<file path="config.mk">
export PLATFORM = sky130hd
export DESIGN_NAME = hazard_ctrl
export DESIGN_NICKNAME = d
export VERILOG_FILES = /design/src/rtl/hazard_pkg.sv /design/src/rtl/hazard_ctrl_load_use_detect.sv /design/src/rtl/hazard_ctrl.sv
export SDC_FILE = /design/constraint.sdc
export NUM_CORES = 1
export LEC_CHECK = 0
export ABC_CLOCK_PERIOD_IN_PS = 2000
export CAP_MARGIN = 20
export CORE_MARGIN = 4
export CORE_UTILIZATION = 46
export CTS_CLUSTER_SIZE = 28
export DETAILED_ROUTE_END_ITERATION = 10
export GPL_TIMING_DRIVEN = 0
export MAX_ROUTING_LAYER = met4
export PLACE_DENSITY = 0.8
export SETUP_SLACK_MARGIN = 0.3
export SKIP_CTS_REPAIR_TIMING = 1
export SLEW_MARGIN = 0
export SYNTH_ARGS = -nofsm -noshare
export SYNTH_HDL_FRONTEND = slang
export SYNTH_SLANG_ARGS = --single-unit
</file>
<file path="constraint.sdc">
create_clock -name clk -period 2 [get_ports clk]
set_input_delay 0.3 -clock clk [delete_from_list [all_inputs] [get_ports clk]]
set_output_delay 0.3 -clock clk [all_outputs]
set_load 0.02 [all_outputs]
</file>
<file path="src/rtl/hazard_pkg.sv">
// Shared types and constants for the pipeline hazard controller.
package hazard_pkg;

  typedef enum logic [1:0] {
    RUN     = 2'd0,
    FLUSH   = 2'd1,
    MEMWAIT = 2'd2
  } hz_state_e;

  localparam logic [4:0] REG_ZERO          = 5'd0;
  localparam int         FLUSH_CYCLES_DEF  = 1;
  localparam int         MEM_TIMEOUT_DEF   = 255;

  // Saturating increment used by the optional event counters.
  function automatic logic [31:0] sat_inc32(input logic [31:0] v, input logic en);
    logic [31:0] r;
    r = v;
    if (en && (v != 32'hFFFF_FFFF)) begin
      r = v + 32'd1;
    end else begin
      r = v;
    end
    return r;
  endfunction

endpackage

</file>
<file path="src/rtl/hazard_ctrl_load_use_detect.sv">
// Load-use comparator: a load in EX whose destination feeds the instruction in ID.
module load_use_detect
  import hazard_pkg::*;
(
  input  logic       ID_EX_MemRead,
  input  logic [4:0] ID_EX_RegisterRt,
  input  logic [4:0] IF_ID_RegisterRs,
  input  logic [4:0] IF_ID_RegisterRt,
  input  logic       IF_ID_UsesRt,
  output logic       load_use
);

  logic rs_hit_s;
  logic rt_hit_s;

  // $zero is never a real dependency, and rt only matters when it is a source.
  always_comb begin
    rs_hit_s = (ID_EX_RegisterRt == IF_ID_RegisterRs);
    rt_hit_s = IF_ID_UsesRt && (ID_EX_RegisterRt == IF_ID_RegisterRt);
    load_use = ID_EX_MemRead && (ID_EX_RegisterRt != REG_ZERO) && (rs_hit_s || rt_hit_s);
  end

endmodule

</file>
<file path="src/rtl/hazard_ctrl.sv">
// Hazard controller: load-use stall, branch/jump flush and data-memory freeze.
// Optional event counters are enabled with the HAZARD_STATS_EN macro.
module hazard_ctrl
  import hazard_pkg::*;
#(
  parameter int FLUSH_CYCLES = FLUSH_CYCLES_DEF,
  parameter int MEM_TIMEOUT  = MEM_TIMEOUT_DEF
) (
  input  logic        clk,
  input  logic        rst,
  input  logic        ID_EX_MemRead,
  input  logic [4:0]  ID_EX_RegisterRt,
  input  logic [4:0]  IF_ID_RegisterRs,
  input  logic [4:0]  IF_ID_RegisterRt,
  input  logic        IF_ID_UsesRt,
  input  logic        MEM_BranchTaken,
  input  logic        MEM_Jump,
  input  logic        MEM_Access,
  input  logic        dmem_ready,
  output logic        PC_write,
  output logic        IF_ID_write,
  output logic        IF_Flush,
  output logic        ID_Hazard_lwstall,
  output logic        ID_Hazard_Branch,
  output logic        pipe_hold,
`ifdef HAZARD_STATS_EN
  output logic [31:0] lwstall_count,
  output logic [31:0] flush_count,
  output logic [31:0] memwait_count,
`endif
  output logic        mem_timeout_err
);

  localparam logic [2:0] FLUSH_RELOAD = 3'(FLUSH_CYCLES - 1);
  localparam logic [7:0] WAIT_LIMIT   = 8'(MEM_TIMEOUT);

  hz_state_e  state_q, state_d;
  logic [2:0] flush_cnt_q, flush_cnt_d;
  logic [7:0] wait_cnt_q, wait_cnt_d;
  logic       err_q, err_d;

  logic load_use_s;
  logic redirect_s;
  logic mem_stall_s;

  load_use_detect u_load_use_detect (
    .ID_EX_MemRead    (ID_EX_MemRead),
    .ID_EX_RegisterRt (ID_EX_RegisterRt),
    .IF_ID_RegisterRs (IF_ID_RegisterRs),
    .IF_ID_RegisterRt (IF_ID_RegisterRt),
    .IF_ID_UsesRt     (IF_ID_UsesRt),
    .load_use         (load_use_s)
  );

  assign redirect_s  = MEM_BranchTaken || MEM_Jump;
  assign mem_stall_s = MEM_Access && !dmem_ready;

  // Next-state, counter and output logic; priority is mem_stall > redirect > load_use.
  always_comb begin
    state_d           = state_q;
    flush_cnt_d       = flush_cnt_q;
    wait_cnt_d        = wait_cnt_q;
    err_d             = err_q;
    PC_write          = 1'b1;
    IF_ID_write       = 1'b1;
    IF_Flush          = 1'b0;
    ID_Hazard_lwstall = 1'b0;
    ID_Hazard_Branch  = 1'b0;
    pipe_hold         = 1'b0;

    case (state_q)
      RUN: begin
        if (mem_stall_s) begin
          pipe_hold   = 1'b1;
          PC_write    = 1'b0;
          IF_ID_write = 1'b0;
          state_d     = MEMWAIT;
          wait_cnt_d  = 8'd1;
        end else if (redirect_s) begin
          IF_Flush         = 1'b1;
          ID_Hazard_Branch = 1'b1;
          flush_cnt_d      = FLUSH_RELOAD;
          state_d          = (FLUSH_RELOAD != 3'd0) ? FLUSH : RUN;
        end else if (load_use_s) begin
          ID_Hazard_lwstall = 1'b1;
          PC_write          = 1'b0;
          IF_ID_write       = 1'b0;
        end else begin
          state_d = RUN;
        end
      end

      FLUSH: begin
        if (mem_stall_s) begin
          // Flush count is left untouched so it resumes after the wait.
          pipe_hold   = 1'b1;
          PC_write    = 1'b0;
          IF_ID_write = 1'b0;
          state_d     = MEMWAIT;
          wait_cnt_d  = 8'd1;
        end else begin
          IF_Flush         = 1'b1;
          ID_Hazard_Branch = 1'b1;
          if (redirect_s) begin
            flush_cnt_d = FLUSH_RELOAD;
            state_d     = (FLUSH_RELOAD != 3'd0) ? FLUSH : RUN;
          end else if (flush_cnt_q <= 3'd1) begin
            flush_cnt_d = 3'd0;
            state_d     = RUN;
          end else begin
            flush_cnt_d = flush_cnt_q - 3'd1;
          end
        end
      end

      MEMWAIT: begin
        if (dmem_ready || (wait_cnt_q >= WAIT_LIMIT)) begin
          if (!dmem_ready) begin
            err_d = 1'b1;
          end else begin
            err_d = err_q;
          end
          wait_cnt_d = 8'd0;
          state_d    = (flush_cnt_q != 3'd0) ? FLUSH : RUN;
        end else begin
          pipe_hold   = 1'b1;
          PC_write    = 1'b0;
          IF_ID_write = 1'b0;
          if (wait_cnt_q != 8'hFF) begin
            wait_cnt_d = wait_cnt_q + 8'd1;
          end else begin
            wait_cnt_d = wait_cnt_q;
          end
        end
      end

      default: begin
        state_d     = RUN;
        flush_cnt_d = 3'd0;
        wait_cnt_d  = 8'd0;
      end
    endcase
  end

  // State and counter registers.
  always_ff @(posedge clk or posedge rst) begin
    if (rst) begin
      state_q     <= RUN;
      flush_cnt_q <= 3'd0;
      wait_cnt_q  <= 8'd0;
      err_q       <= 1'b0;
    end else begin
      state_q     <= state_d;
      flush_cnt_q <= flush_cnt_d;
      wait_cnt_q  <= wait_cnt_d;
      err_q       <= err_d;
    end
  end

  assign mem_timeout_err = err_q;

`ifdef HAZARD_STATS_EN
  logic [31:0] lwstall_cnt_q, lwstall_cnt_d;
  logic [31:0] flush_ev_cnt_q, flush_ev_cnt_d;
  logic [31:0] memwait_cnt_q, memwait_cnt_d;

  // Saturating per-cycle event counts.
  always_comb begin
    lwstall_cnt_d  = sat_inc32(lwstall_cnt_q, ID_Hazard_lwstall);
    flush_ev_cnt_d = sat_inc32(flush_ev_cnt_q, IF_Flush);
    memwait_cnt_d  = sat_inc32(memwait_cnt_q, pipe_hold);
  end

  // Event counter registers.
  always_ff @(posedge clk or posedge rst) begin
    if (rst) begin
      lwstall_cnt_q  <= 32'd0;
      flush_ev_cnt_q <= 32'd0;
      memwait_cnt_q  <= 32'd0;
    end else begin
      lwstall_cnt_q  <= lwstall_cnt_d;
      flush_ev_cnt_q <= flush_ev_cnt_d;
      memwait_cnt_q  <= memwait_cnt_d;
    end
  end

  assign lwstall_count = lwstall_cnt_q;
  assign flush_count   = flush_ev_cnt_q;
  assign memwait_count = memwait_cnt_q;
`endif

endmodule

</file>
---- Word level (Yosys, flattened, before mapping) ----
Cells that the tools add are included.
Widths: inputs -> output; s select.
storage, ports and cells
  logic and storage cells ................. 74
  register bits ........................... 14
  output and inout port bits .............. 7
  input port bits ......................... 23
cells by class
  eq/ne operators ......................... 13
  mux-type cells .......................... 35
  reduce and logical (&&, ||, !) cells .... 16
  bitwise logic cells ..................... 2
  add/subtract/negate cells ............... 2
  order comparisons ....................... 2
operators with widths
  cell                 number
  $mux 8               3
  $pmux 8 s2           1
  $mux 3               5
  $mux 1               14
  $mux 2               7
  $eq 5x5->1           2
  $pmux 3 s3           1
  $add 8x1->8 const B  1
  $ge 8x8->1 const B   1
  $ne 2x2->1 const B   4
  $ne 4x4->1 const B   2
  $ne 8x8->1 const B   1
  $pmux 2 s3           1
  $reduce_and 3->1     2
  $reduce_bool 5->1    1
  $logic_and 1x1->1    4
  $pmux 1 s2           2
  $reduce_and 4->1     1
  $le 3x1->1 const B   1
  $logic_or 1x1->1     3
  $ne 3x3->1 const B   1
  $pmux 1 s3           1
  $reduce_bool 3->1    1
  $sub 3x1->3 const B  1
  other kinds (8)      9

---- Depth between registers and ports, before layout ----
  word-level depth ........................ 8
  gate-level depth with buffers ........... 6
  mapped depth without buffers ............ 5

---- Modules after synthesis ----
Synthesis repeated with hierarchy kept, for this count alone.
second synthesis, totals
  cells, all modules ...................... 111
  area total of the unflattened synthesis .. 962.2 um2
modules (own cells, without submodules)
  module           seq. area each (um2)  area an instance (um2)  instances  cells an instance
  hazard_ctrl      350.3                 829.5                   1          94
  load_use_detect  0.0                   132.6                   1          17

---- Worst setup path before layout ----
Ideal clock, no wire load.
  kind .................................... input-to-output
  start point ............................. in ID_EX_RegisterRt[0]
  end point ............................... out PC_write
  data required time ...................... 1.700 ns
  data arrival time ....................... 1.512 ns
  path slack .............................. 0.188 ns
  path buffers ............................ 1
  stages on the path ...................... 5
  cell sequence ........................... or4_4 -> o211ai_2 -> a21oi_2 -> a21oi_2 -> buf_4
between the ends
  word-level cells in the longest chain between the ends .. 8
  elaborated cells between the ends (all ways) .. 11
  those cells by class .................... eq/ne: 2; mux: 4; reduce/logical: 5
ends and longest elaborated chain
  item                    line                               RTL
  from (decl)             hazard_ctrl.sv:12                  input logic [4:0] ID_EX_RegisterRt,
  $eq 5x5->1              hazard_ctrl_load_use_detect.sv:19  rt_hit_s = IF_ID_UsesRt && (ID_EX_RegisterRt == IF_ID_RegisterRt);
  $logic_and 1x1->1       hazard_ctrl_load_use_detect.sv:19
  $logic_or 1x1->1        hazard_ctrl_load_use_detect.sv:20  load_use = ID_EX_MemRead && (ID_EX_RegisterRt != REG_ZERO) && (rs_hit_s || rt_hit_s);
  $logic_and 1x1->1 *     hazard_ctrl_load_use_detect.sv:20
  $mux 1 * (3 in series)  -
  $pmux 1 s3 *            -
  to (decl)               hazard_ctrl.sv:20                  output logic PC_write,
Every way passes the cells marked *; elsewhere a longest branch is shown, timed or not.

---- Worst setup path after layout ----
  start point ............................. reg wait_cnt_q[0]
  end point ............................... out PC_write
between the ends
  word-level cells in the longest chain between the ends .. 4
ends and longest elaborated chain
  item                    line                RTL
  from (decl)             hazard_ctrl.sv:39   logic [7:0] wait_cnt_q, wait_cnt_d;
  from (signal assigned)  hazard_ctrl.sv:155  wait_cnt_q <= wait_cnt_d;
  $ge 8x8->1              hazard_ctrl.sv:117  if (dmem_ready || (wait_cnt_q >= WAIT_LIMIT)) begin
  $logic_or 1x1->1        hazard_ctrl.sv:117
  $mux 1                  hazard_ctrl.sv:117
  $pmux 1 s3              hazard_ctrl.sv:71   case (state_q)
Every way passes these cells.

==> out/qor.txt <==
Status: finished with violations
Violated checks: setup timing
Slew of the pin with the lowest slew margin: 0.5208 ns
Final setup viols: 2
Sequential cell area: 351.6 um2
Static Leak: 0.8081 nW
Worst Setup End Kind: output pin
Vias per cell: 5.631
Crit path max fanout: 4
Cells on worst reg2reg path: 4
Starting Density: 49.12%
Asr flop ratio synth: 100.0%
# DRC: 0
Cts bufs inserted: 3
Post-synth top area cell: dfrtp_1
Number of filler cells placed in the layout: 121
Clock skew: 0.007573 ns
Synth cell types: 37
Syn Area/Cell: 9.278 um2
First-pass GRT wire length: 3629 um
Slew margin rel.: 65.24%
Die height: 54.24 um
Setup slack after layout: -0.09286 ns
Seq/Total Area, Yosys: 35.62%
Clock Path Buffers: 2
Multi-input gate area: 680.7 um2
Max Slew Vio Count: 0
Routability congestion estimate: 0.7713
Max-cap violations: 0
Boundary Pins: 30
Worst skew pair latency: 0.29 ns
Post-layout nets: 177
Post-synthesis cell count: 106
WL/cell: 17.59 um
Total gr overflow: 0
Primary FF master, synth: dfrtp_1
All-Layer GR Usage: 17.33%
Core Util, Final: 78.75%
Core area: 2002 um2
Pwr Total: 0.8151 mW
Most instantiated library cell after synthesis: dfrtp_1
Area delta synth->final: 60.31%
Hold Vio Cnt, Final: 0
Top cells by area, synth: dfrtp_1 (36%), xnor2_1 (11%), ha_1 (5.1%)
Worst Hold Class: input pin to async pin
Initial antenna violation count: 0
Crit path time final: 2.093 ns
Critical path launch point type: flip-flop
Post-synth EDFFs: 0
Worst Path Required: 1.70 ns
Vias: 991
Core Rows: 16
Peak VDD IR: 0.5381 mV
Power Dens Cells: 517.0 nW/um2
RSZ-0062 raised after global routing: true
DR pass1 iterations: 4
Layout cells sized above 1: 33.56%
#FFs+latches synth: 14
Total detailed-routing wirelength: 3095 um
Largest net degree at the start of global routing: 15
Commonest cells post-synth: dfrtp_1 (14), nor2_1 (12), xnor2_1 (12)
Routed Antenna Nets: 0
Share of the synthesized area in the top cell type: 35.62%
Root Driver: clkbuf_4
Post-Syn Area: 983.4 um2
CTS tree: yes
DIE AREA: 2941 um2
Critical Path AT: 1.79 ns
# diodes: 0
Worst-path clk slew: 0.09 ns
DP HPWL: 1842 um
F_max: 477.8 MHz
H-tree depth: 1
Synth warnings: 0
DRT iter0 DRCs: 24
Clock Sinks: 14
Port buffer count: 29
Chip width: 54.24 um
WS Path Type: flip-flop to output pin
Fin crit share: 104.6%
Net Count, Synth: 133
Vias in the first global route: 853
-- worst paths after layout --
| check | startpoint | end | slack, ns |
|---|---|---|---|
| max in group asynchronous | rst | state_q[0] | 1.28 |
| min in group clk | mem_timeout_err | mem_timeout_err | 0.50 |
| worst max register to register | wait_cnt_q[3] | wait_cnt_q[3] | 0.46 |
| worst min-delay path | rst | wait_cnt_q[0] | 0.33 |
| worst max-delay path | wait_cnt_q[0] | PC_write | -0.09 |
| worst min register to register | mem_timeout_err | mem_timeout_err | 0.50 |
-- layout by cell type (no fill, tap or decap), drive strengths merged, types with 2 or more instances in the layout --
cell type,instances
xnor2,12
clkbuf,5
dlymetal6s2s,17
nand4,2
o22ai,3
o21ai,9
clkdlybuf4s50,4
o2111ai,2
nor2b,2
inv,6
buf,21
dfrtp,14
o211ai,2
ha,4
a21oi,3
xor2,4
nand2,7
nor2,13
nand3,4
-- per-stage QoR --
stage | worst slack (ns) | std cells | hold WS (ns) | setup TNS, ns | instance area [um2]
after floorplan | 0.2281 | 106 | 0.1892 | 0 | 997.2
after global placement | -0.7819 | 162 | 0.4639 | -2.808 | 1321
after detailed placement | -0.8175 | 162 | 0.4763 | -2.925 | 1321
after CTS | -0.8221 | 166 | 0.3561 | -3.054 | 1358
after global routing | -0.1731 | 176 | 0.3861 | -0.3256 | 1577
final | -0.09286 | 176 | 0.3331 | -0.1536 | 1577
-- registers in the layout, summed over array words and instances (netlist names) --
name	count
flush_cnt_q	3
state_q	2
mem_timeout_err	1
wait_cnt_q	8
-- routing by layer --
layer | up-vias | track usage [%] | share of wire (%)
li1 | 461 | - | -
met1 | 474 | 20.31 | 38
met2 | 50 | 29.48 | 52
met3 | 6 | 5.722 | 8.6
met4 | 0 | 2.490 | 1.6
met5 | - | - | 0
-- critical path: stages, from the launching register on --
cell,delay (ns)
dfrtp_1,0.45
ha_4,0.19
nand3_4,0.10
o211ai_1,0.27
o21ai_2,0.14
a21oi_4,0.15
buf_6,0.11
buf_6,0.10
-- kinds of logic after synthesis --
| logic type | synth area share, % |
|---|---|
| adders and majority gates | 5.089 |
| xor gates and xnor gates | 14.25 |
| AOI/OAI and AO/OA | 21.50 |
| and+or+nand+nor | 17.56 |
| buffers and inverters | 5.979 |
| DFF | 35.62 |
-- area by class of cell --
cell class / count / area share, %
inverter: 6 / 1.429
buffer: 4 / 2.778
timing repair buffer: 39 / 25.87
sequential: 14 / 22.30
multi-input combinational: 82 / 43.17
clock buffer: 4 / 2.302
tap: 27 / 2.143
-- where the power goes --
part / total (mW) / internal, mW / switching, mW
clock: 0.207 / 0.111 / 0.0961
combinational: 0.288 / 0.150 / 0.138
sequential: 0.320 / 0.297 / 0.0235
Power figures use the tool's default switching activity.
